===== src/rtl/key_mode_ctrl.sv =====
// Panel button front end: synchronise and debounce MODE/SET/HOUR/MIN, run the display
// mode FSM, and produce time-set pulses (with auto-repeat) and stopwatch controls.
module key_mode_ctrl #(
    parameter int DEBOUNCE_CYCLES = 1000000,
    parameter int REPEAT_DELAY    = 25000000,
    parameter int REPEAT_PERIOD   = 10000000,
    parameter int CNT_W           = 25
) (
    input  logic       clk,
    input  logic       rst_n,
    input  logic       key_mode,
    input  logic       key_set,
    input  logic       key_hour,
    input  logic       key_min,
    output logic [1:0] tube_for,
    output logic       is_manual_set,
    output logic       sw_hour,
    output logic       sw_min,
    output logic       stopwatch_run,
    output logic       stopwatch_clear
);
    typedef enum logic [1:0] {ST_CLOCK = 2'd0, ST_SW = 2'd1, ST_ALARM = 2'd2} mode_e;

    localparam int K_MODE = 0;
    localparam int K_SET  = 1;
    localparam int K_HOUR = 2;
    localparam int K_MIN  = 3;

    localparam logic [CNT_W-1:0] DB_LAST = CNT_W'(DEBOUNCE_CYCLES - 1);
    localparam logic [CNT_W-1:0] RD_LAST = CNT_W'(REPEAT_DELAY - 1);
    localparam logic [CNT_W-1:0] RP_LAST = CNT_W'(REPEAT_PERIOD - 1);

    logic [3:0]            keys_raw;
    logic [3:0]            sync1_q, sync2_q;
    logic [3:0]            deb_q, deb_d, deb_dly_q, press;
    logic [3:0][CNT_W-1:0] db_cnt_q, db_cnt_d;

    mode_e mode_q, mode_d;
    logic  manual_q, manual_d, run_q, run_d, clr_q, clr_d, hour_q, hour_d, min_q, min_d;
    logic  set_en, set_en_nxt;

    // Index 0 = HOUR, 1 = MIN
    logic [1:0]            rpt_act_q, rpt_act_d, rpt_first_q, rpt_first_d, fire;
    logic [1:0][CNT_W-1:0] rpt_cnt_q, rpt_cnt_d;

    assign keys_raw = {key_min, key_hour, key_set, key_mode};

    always_comb begin
        for (int i = 0; i < 4; i++) begin
            deb_d[i]    = deb_q[i];
            db_cnt_d[i] = '0;
            if (sync2_q[i] != deb_q[i]) begin
                if (db_cnt_q[i] == DB_LAST) deb_d[i] = sync2_q[i];
                else db_cnt_d[i] = db_cnt_q[i] + 1'b1;
            end
        end
    end

    // Combinational press strobe so registered outputs land DEBOUNCE_CYCLES+3 edges after the key
    assign press = deb_q & ~deb_dly_q;

    assign set_en = ((mode_q == ST_CLOCK) && manual_q) || (mode_q == ST_ALARM);

    always_comb begin
        mode_d   = mode_q;
        manual_d = manual_q;
        run_d    = run_q;
        clr_d    = 1'b0;
        case (mode_q)
            ST_CLOCK: if (press[K_SET]) manual_d = ~manual_q;
            ST_SW: begin
                if (press[K_HOUR]) run_d = ~run_q;
                if (press[K_MIN]) begin
                    clr_d = 1'b1;
                    run_d = 1'b0;
                end
            end
            default: ;
        endcase
        if (press[K_MODE]) begin
            manual_d = 1'b0;
            case (mode_q)
                ST_CLOCK: mode_d = ST_SW;
                ST_SW:    mode_d = ST_ALARM;
                default:  mode_d = ST_CLOCK;
            endcase
        end
    end

    assign set_en_nxt = ((mode_d == ST_CLOCK) && manual_d) || (mode_d == ST_ALARM);

    always_comb begin
        for (int j = 0; j < 2; j++) begin
            rpt_act_d[j]   = rpt_act_q[j];
            rpt_first_d[j] = rpt_first_q[j];
            rpt_cnt_d[j]   = rpt_cnt_q[j];
            fire[j]        = 1'b0;
            if (set_en) begin
                if (press[j+2]) begin
                    fire[j]        = 1'b1;
                    rpt_act_d[j]   = 1'b1;
                    rpt_first_d[j] = 1'b1;
                    rpt_cnt_d[j]   = '0;
                end else if (rpt_act_q[j] && deb_q[j+2]) begin
                    if (rpt_cnt_q[j] == (rpt_first_q[j] ? RD_LAST : RP_LAST)) begin
                        fire[j]        = 1'b1;
                        rpt_first_d[j] = 1'b0;
                        rpt_cnt_d[j]   = '0;
                    end else begin
                        rpt_cnt_d[j] = rpt_cnt_q[j] + 1'b1;
                    end
                end else if (!deb_q[j+2]) begin
                    rpt_act_d[j] = 1'b0;
                    rpt_cnt_d[j] = '0;
                end
            end
            // A held key must be re-pressed after any mode change or loss of set enable
            if (!set_en || !set_en_nxt || press[K_MODE]) begin
                rpt_act_d[j]   = 1'b0;
                rpt_first_d[j] = 1'b0;
                rpt_cnt_d[j]   = '0;
            end
        end
        hour_d = fire[0];
        min_d  = fire[1];
    end

    always_ff @(posedge clk or negedge rst_n) begin
        if (!rst_n) begin
            sync1_q     <= '0;
            sync2_q     <= '0;
            deb_q       <= '0;
            deb_dly_q   <= '0;
            db_cnt_q    <= '0;
            mode_q      <= ST_CLOCK;
            manual_q    <= 1'b0;
            run_q       <= 1'b0;
            clr_q       <= 1'b0;
            hour_q      <= 1'b0;
            min_q       <= 1'b0;
            rpt_act_q   <= '0;
            rpt_first_q <= '0;
            rpt_cnt_q   <= '0;
        end else begin
            sync1_q     <= keys_raw;
            sync2_q     <= sync1_q;
            deb_q       <= deb_d;
            deb_dly_q   <= deb_q;
            db_cnt_q    <= db_cnt_d;
            mode_q      <= mode_d;
            manual_q    <= manual_d;
            run_q       <= run_d;
            clr_q       <= clr_d;
            hour_q      <= hour_d;
            min_q       <= min_d;
            rpt_act_q   <= rpt_act_d;
            rpt_first_q <= rpt_first_d;
            rpt_cnt_q   <= rpt_cnt_d;
        end
    end

    assign tube_for        = mode_q;
    assign is_manual_set   = manual_q;
    assign sw_hour         = hour_q;
    assign sw_min          = min_q;
    assign stopwatch_run   = run_q;
    assign stopwatch_clear = clr_q;
endmodule

===== config.mk =====
export PLATFORM = sky130hd
export DESIGN_NAME = key_mode_ctrl
export DESIGN_NICKNAME = d
export VERILOG_FILES = /design/src/rtl/key_mode_ctrl.sv
export SDC_FILE = /design/constraint.sdc
export NUM_CORES = 1
export LEC_CHECK = 0
export CORE_UTILIZATION = 50
export CTS_CLUSTER_DIAMETER = 150
export DETAILED_ROUTE_END_ITERATION = 7
export PLACE_DENSITY = 0.66
export SETUP_SLACK_MARGIN = 0.2
export SYNTH_ARGS = -nofsm -noshare
export SYNTH_HDL_FRONTEND = slang
export SYNTH_SLANG_ARGS = --single-unit

===== constraint.sdc =====
create_clock -name clk -period 2.25 [get_ports clk]
set_input_delay 0.45 -clock clk [delete_from_list [all_inputs] [get_ports clk]]
set_output_delay 0.45 -clock clk [all_outputs]
set_load 0.02 [all_outputs]

=== Word level (Yosys, flattened, before mapping) ===
Cells that the tools add are included.
Widths: inputs -> output; s select.

* Bits of input ports: 6
* Register bits after elaboration: 177
* Word-level logic and storage cells: 140
* Output and inout bits: 7

* Bitwise operators: 4
* Eq/ne operators: 19
* Multiplexer cells: 59
* Reduce and logical (&&, ||, !) cells: 29
* Add/sub/neg operators: 6

{| class="wikitable"
|+ Operators with widths
! kind !! number
|-
| $mux 25 || 22
|-
| $add 25x1->25 const B || 6
|-
| $eq 25x20->1 const B || 4
|-
| $eq 25x25->1 || 2
|-
| $mux 1 || 35
|-
| $reduce_and 2->1 || 7
|-
| $reduce_and 3->1 || 4
|-
| $reduce_bool 3->1 || 4
|-
| $ne 4x1->1 const B || 2
|-
| $ne 3x1->1 const B || 2
|-
| $ne 3x2->1 const B || 2
|-
| $and 4x4->4 || 1
|-
| $eq 2x2->1 const B || 2
|-
| $logic_and 1x1->1 || 4
|-
| $logic_not 2->1 || 2
|-
| $logic_or 1x1->1 || 4
|-
| $ne 1x1->1 || 4
|-
| $not 4->4 || 1
|-
| $pmux 2 s2 || 1
|-
| $reduce_bool 2->1 || 2
|-
| $eq 2x1->1 const B || 1
|-
| $logic_not 1->1 || 2
|-
| $mux 2 || 1
|-
| $not 1->1 || 2
|}

=== Longest topological paths before layout ===
* Depth after elaboration: 12
* Gate-level depth with buffers: 8
* Mapped depth without buffers: 6

=== Worst setup path before layout ===
Ideal clock, no wire load.

* Path type: register to register
* Start: register rpt_cnt_q[0] in the netlist's numbering
* End: register rpt_first_q[0]
* Cell stages (with the launch flop): 8
* Arrival: 1.885 ns
* Slack: 0.242 ns
* Setup time: 0.123 ns
* Path buffers: 1
* Period minus slack after synthesis: 2.008 ns
* Data required time: 2.127 ns
* Cells stage by stage: dfrtp_1 -> ha_1 -> and4_1 -> nand4_1 -> or4_1 -> buf_2 -> or2_1 -> o221a_1

* Cells in the longest elaborated chain, start to end: 3

{| class="wikitable"
|+ RTL lines
! what !! RTL line !! RTL
|-
| start: declaration || 44 || <nowiki>logic [1:0][CNT_W-1:0] rpt_cnt_q, rpt_cnt_d;</nowiki>
|-
| start signal: assignment || 158 || <nowiki>rpt_cnt_q <= rpt_cnt_d;</nowiki>
|-
| $eq 25x25->1 || 105 || <nowiki>if (rpt_cnt_q[j] == (rpt_first_q[j] ? RD_LAST : RP_LAST)) begin</nowiki>
|-
| $reduce_bool 3->1 (no line) || - ||
|-
| $reduce_and 3->1 (no line) || - ||
|-
| end signal: assignment || 157 || <nowiki>rpt_first_q <= rpt_first_d;</nowiki>
|-
| end: declaration || 43 || <nowiki>logic [1:0] rpt_act_q, rpt_act_d, rpt_first_q, rpt_first_d, fire;</nowiki>
|}

No other way between the ends.
A chain may end at the register's enable or synchronous reset.

=== Worst setup path in the final report ===
* Start: register rpt_cnt_q[21] in the netlist's numbering
* End: register rpt_first_q[0]

The elaborated chain is that of the path after synthesis.

==> results by group <==
Global route
  • Vias in the first global route: 6298
  • Number of antenna violations at the first check in global routing: 0
  • Largest net degree at the start of global routing: 48
  • First-pass GRT wire length: 30600 microns
  • GR Overflow Total: 0
  • GRT Overall Usage: 20.8%

Logic synthesis
  • Netlist cell types: 65
  • Top_reg_cell synth: dfrtp_1
  • EDFF count, synth: 0
  • Number of synthesized register bits: 177
  • Mapped Cells: 910
  • Ys Warns: 0
  • XOR/XNOR Fraction of Synth Area: 11.5%
  • Mux contribution to synthesized area: 0.620%
  • Post-Syn Nets: 922
  • Combinational family with the most area after synthesis: simple AND/OR/NAND/NOR gates
  • Post-synthesis sequential area ratio: 49.9%
  • Synth Area in Adders: 0.845%
  • Mean area per synthesized cell: 9.76 sq um
  • Post-Synth Simple-Gate Area: 27.7%
  • Cell Area, Synth: 8880 sq um
  • Post-synthesis compound-gate area fraction: 6.96%
  • Asr flop ratio synth: 100%

CTS
  • Clk pin slew, worst setup/hold paths: 0.07 ns
  • Clock tree buffer depth: 2
  • Clk Latency, worst-skew pair: 0.42 ns
  • CTS Sinks: 177
  • H-tree depth: 4
  • CTS tree: built
  • CTS root buffer: clkbuf_16
  • Total CTS buffers: 17

Routing
  • Drt via density: 5.66
  • Antenna-violating nets left: 0
  • DRC: 0
  • Total iterations of the first detailed-routing run: 7
  • DR vias: 6730
  • WL final: 17800 microns
  • DR WL/cell: 15.0 microns
  • Initial DRC count: 414

Timing
  • Tightest Pin Transition: 0.519 ns
  • Final Cycle Share: 88.9%
  • Fmax: 500 MHz
  • Setup violations, final: 0
  • Minimum clock period: 2.00 ns
  • RSZ-0062 raised after global routing: yes
  • Final number of hold-violating endpoints: 0
  • Final Skew: 0.00709 ns
  • Post-Route Setup TNS: 0 ns
  • Slew HR: 65.2%
  • Final slew viol count: 0

Final layout
  • Layout area overhead: 14.5%
  • Number of diodes: 0
  • Area of the multi-input gates: 4300 sq um
  • Final nets: 963
  • Reg area: 4430 sq um
  • Post-layout util: 58.8%
  • Fill cell count: 1479
  • Share of layout cells above drive strength 1: 10.9%

Worst setup path
  • Crit-path cells: nor4b_2 -> a2bb2oi_1 -> or4_4 -> or2_1 -> o221a_1
  • Crit path capture type: flop
  • Critical Path Source Type: flop
  • Max incr delay on CP: 0.61 ns
  • Critical path class: flop to flop
  • WP data required: 2.56 ns
  • CP max stage cell: or4_4
  • Family with the most delay on the worst path: simple AND/OR/NAND/NOR gates
  • CP max FO: 8
  • Buf/Inv on CP: 0
  • Data arrival, critical path: 2.31 ns

Status
  • Outcome: complete, no violations

Die
  • I/O Pins: 13
  • Die area: 18300 sq um
  • Chip width: 135 microns
  • Row cnt: 48
  • Core area: 17300 sq um
  • Initial core utilization: 51.3%
  • DIE HEIGHT: 135 microns

Placed design
  • # port buffers: 12
  • Placer Congestion: 0.811
  • DP HPWL: 11800 microns

Power and ir drop
  • P_leak: 4.05 nW
  • IR drop worst, VDD: 0.533 mV
  • PwrDens: 621 nW/um^2

Hold path
  • HP Class: flop to flop

Run
  • Number of max-cap violations: 0
[final cells by class]
| class | instances | share of cell area (%) |
|---|---|---|
| multi-input cells | 681 | 42.2 |
| inverters | 19 | 0.701 |
| flip-flops and latches | 177 | 43.6 |
| repair buffers | 55 | 5.06 |
| clock inverters | 12 | 1.33 |
| well taps | 225 | 2.77 |
| clock buffers | 19 | 4.36 |
[synthesized netlist by cell type, types with 4 or more instances]
master / count / share of area (%)
a21oi_1: 8 / 0.45
dfrtp_1: 177 / 50
nor4_2: 4 / 0.56
buf_2: 11 / 0.62
o21ai_1: 7 / 0.39
nand2b_1: 5 / 0.35
a41oi_1: 9 / 0.89
a31oi_1: 4 / 0.28
xor2_1: 64 / 6.3
clkbuf_1: 19 / 0.80
nor3_1: 28 / 1.6
nand3_1: 71 / 4.0
inv_1: 19 / 0.80
and4_1: 12 / 1.2
nor4_1: 21 / 1.5
o21ai_0: 6 / 0.34
o311ai_1: 7 / 0.69
nor4b_1: 14 / 1.4
nor2b_1: 5 / 0.35
o31ai_1: 10 / 0.85
xnor2_1: 53 / 5.2
nand2_1: 71 / 3.0
and3_1: 17 / 1.2
nor2_1: 145 / 6.1
o2111ai_1: 6 / 0.59
nand4_1: 42 / 3.0
ha_1: 6 / 0.85
mux2_2: 4 / 0.51
o211ai_1: 10 / 0.85
[routing by layer]
metal  GRT usage (%)  vias up  share of wire (%)
met2            32.6      102                 47
li1                -     3327                  -
met3            4.19       16                3.0
met4            5.68        0                1.0
met5               0        -                  0
met1            29.4     3285                 49
[sequential cells by signal (all words and copies together) (netlist names), 2 cells and up]
register	count
rpt_cnt_q	50
tube_for	2
rpt_first_q	2
sync1_q	4
db_cnt_q	100
deb_q	4
deb_dly_q	4
sync2_q	4
rpt_act_q	2
[repair_timing]
item | CTS | global route
hold endpoints to repair | 42 | 0
setup buffers | 0 | 1
endpoints found under the setup margin | 42 | 100
pin swaps | 0 | 1
hold buffers | 1 | 0
resized for setup | 2 | 13
gates cloned | 0 | 0
[power by group]
group          internal (mW)  total (mW)  switching, mW
Sequential              3.21        3.23         0.0253
Combinational         0.0474       0.158          0.110
Clock                   1.67        2.93           1.26
[logic make-up (layout without fill, tap and decap cells)]
kind of cell | Yosys count | in the layout
AND/OR/NAND/NOR | 470 | 470
XOR/XNOR | 117 | 117
adder cells (fa/ha/maj) | 6 | 6
buffers and inverters | 52 | 105
multiplexers | 5 | 5
AO/OA/AOI/OAI | 83 | 83
flip-flops | 177 | 177
[worst paths after layout]
path	start	cells past startpoint	end	slack, ns
setup / recovery	rpt_cnt_q[21]$_DFFE_PN0P_	5	rpt_first_q[0]$_DFFE_PN0P_	0.25
setup reg to reg	rpt_cnt_q[21]$_DFFE_PN0P_	5	rpt_first_q[0]$_DFFE_PN0P_	0.25
max in group asynchronous	rst_n	3	rpt_cnt_q[37]$_DFFE_PN0P_	1.05
min in group asynchronous	rst_n	2	rpt_cnt_q[10]$_DFFE_PN0P_	0.52
hold / removal	sync1_q[2]$_DFF_PN0_	0	sync2_q[2]$_DFF_PN0_	0.35
hold reg to reg	sync1_q[2]$_DFF_PN0_	0	sync2_q[2]$_DFF_PN0_	0.35
[cells in the final DEF (no fill, tap or decap), drive strengths merged, types with 8 or more instances in the layout]
master,Yosys,final
nand4,42,42
nand3,72,72
clkdlybuf4s50,0,10
nor4b,15,15
dfrtp,177,177
nand2,71,71
o211ai,10,10
xor2,64,64
inv,19,21
and3,17,17
clkbuf,19,20
o21ai,14,14
nor3,31,31
nor2,146,146
buf,14,42
and4,12,12
a41oi,9,9
nor4,26,26
xnor2,53,53
o31ai,10,10
a21oi,8,8
[worst register-to-register path: cells and delay by family (launching register included)]
| kind | cells | cell delay, ns |
|---|---|---|
| simple gates | 3 | 1.15 |
| flops | 1 | 0.43 |
| compound gates | 2 | 0.31 |
[through the flow]
step	instance area (sq um)	worst slack, ns	cells	hold slack (ns)	power, mW
after floorplan	8880	0.242	910	0.154	3.34
after global placement	9520	0.105	1155	0.332	3.45
after detailed placement	9520	0.0434	1155	0.337	3.45
after CTS	10100	0.157	1187	0.348	6.38
after global routing	10200	0.125	1188	0.351	6.54
final	10200	0.251	1188	0.349	6.31
(Power assumes the default switching activity.)
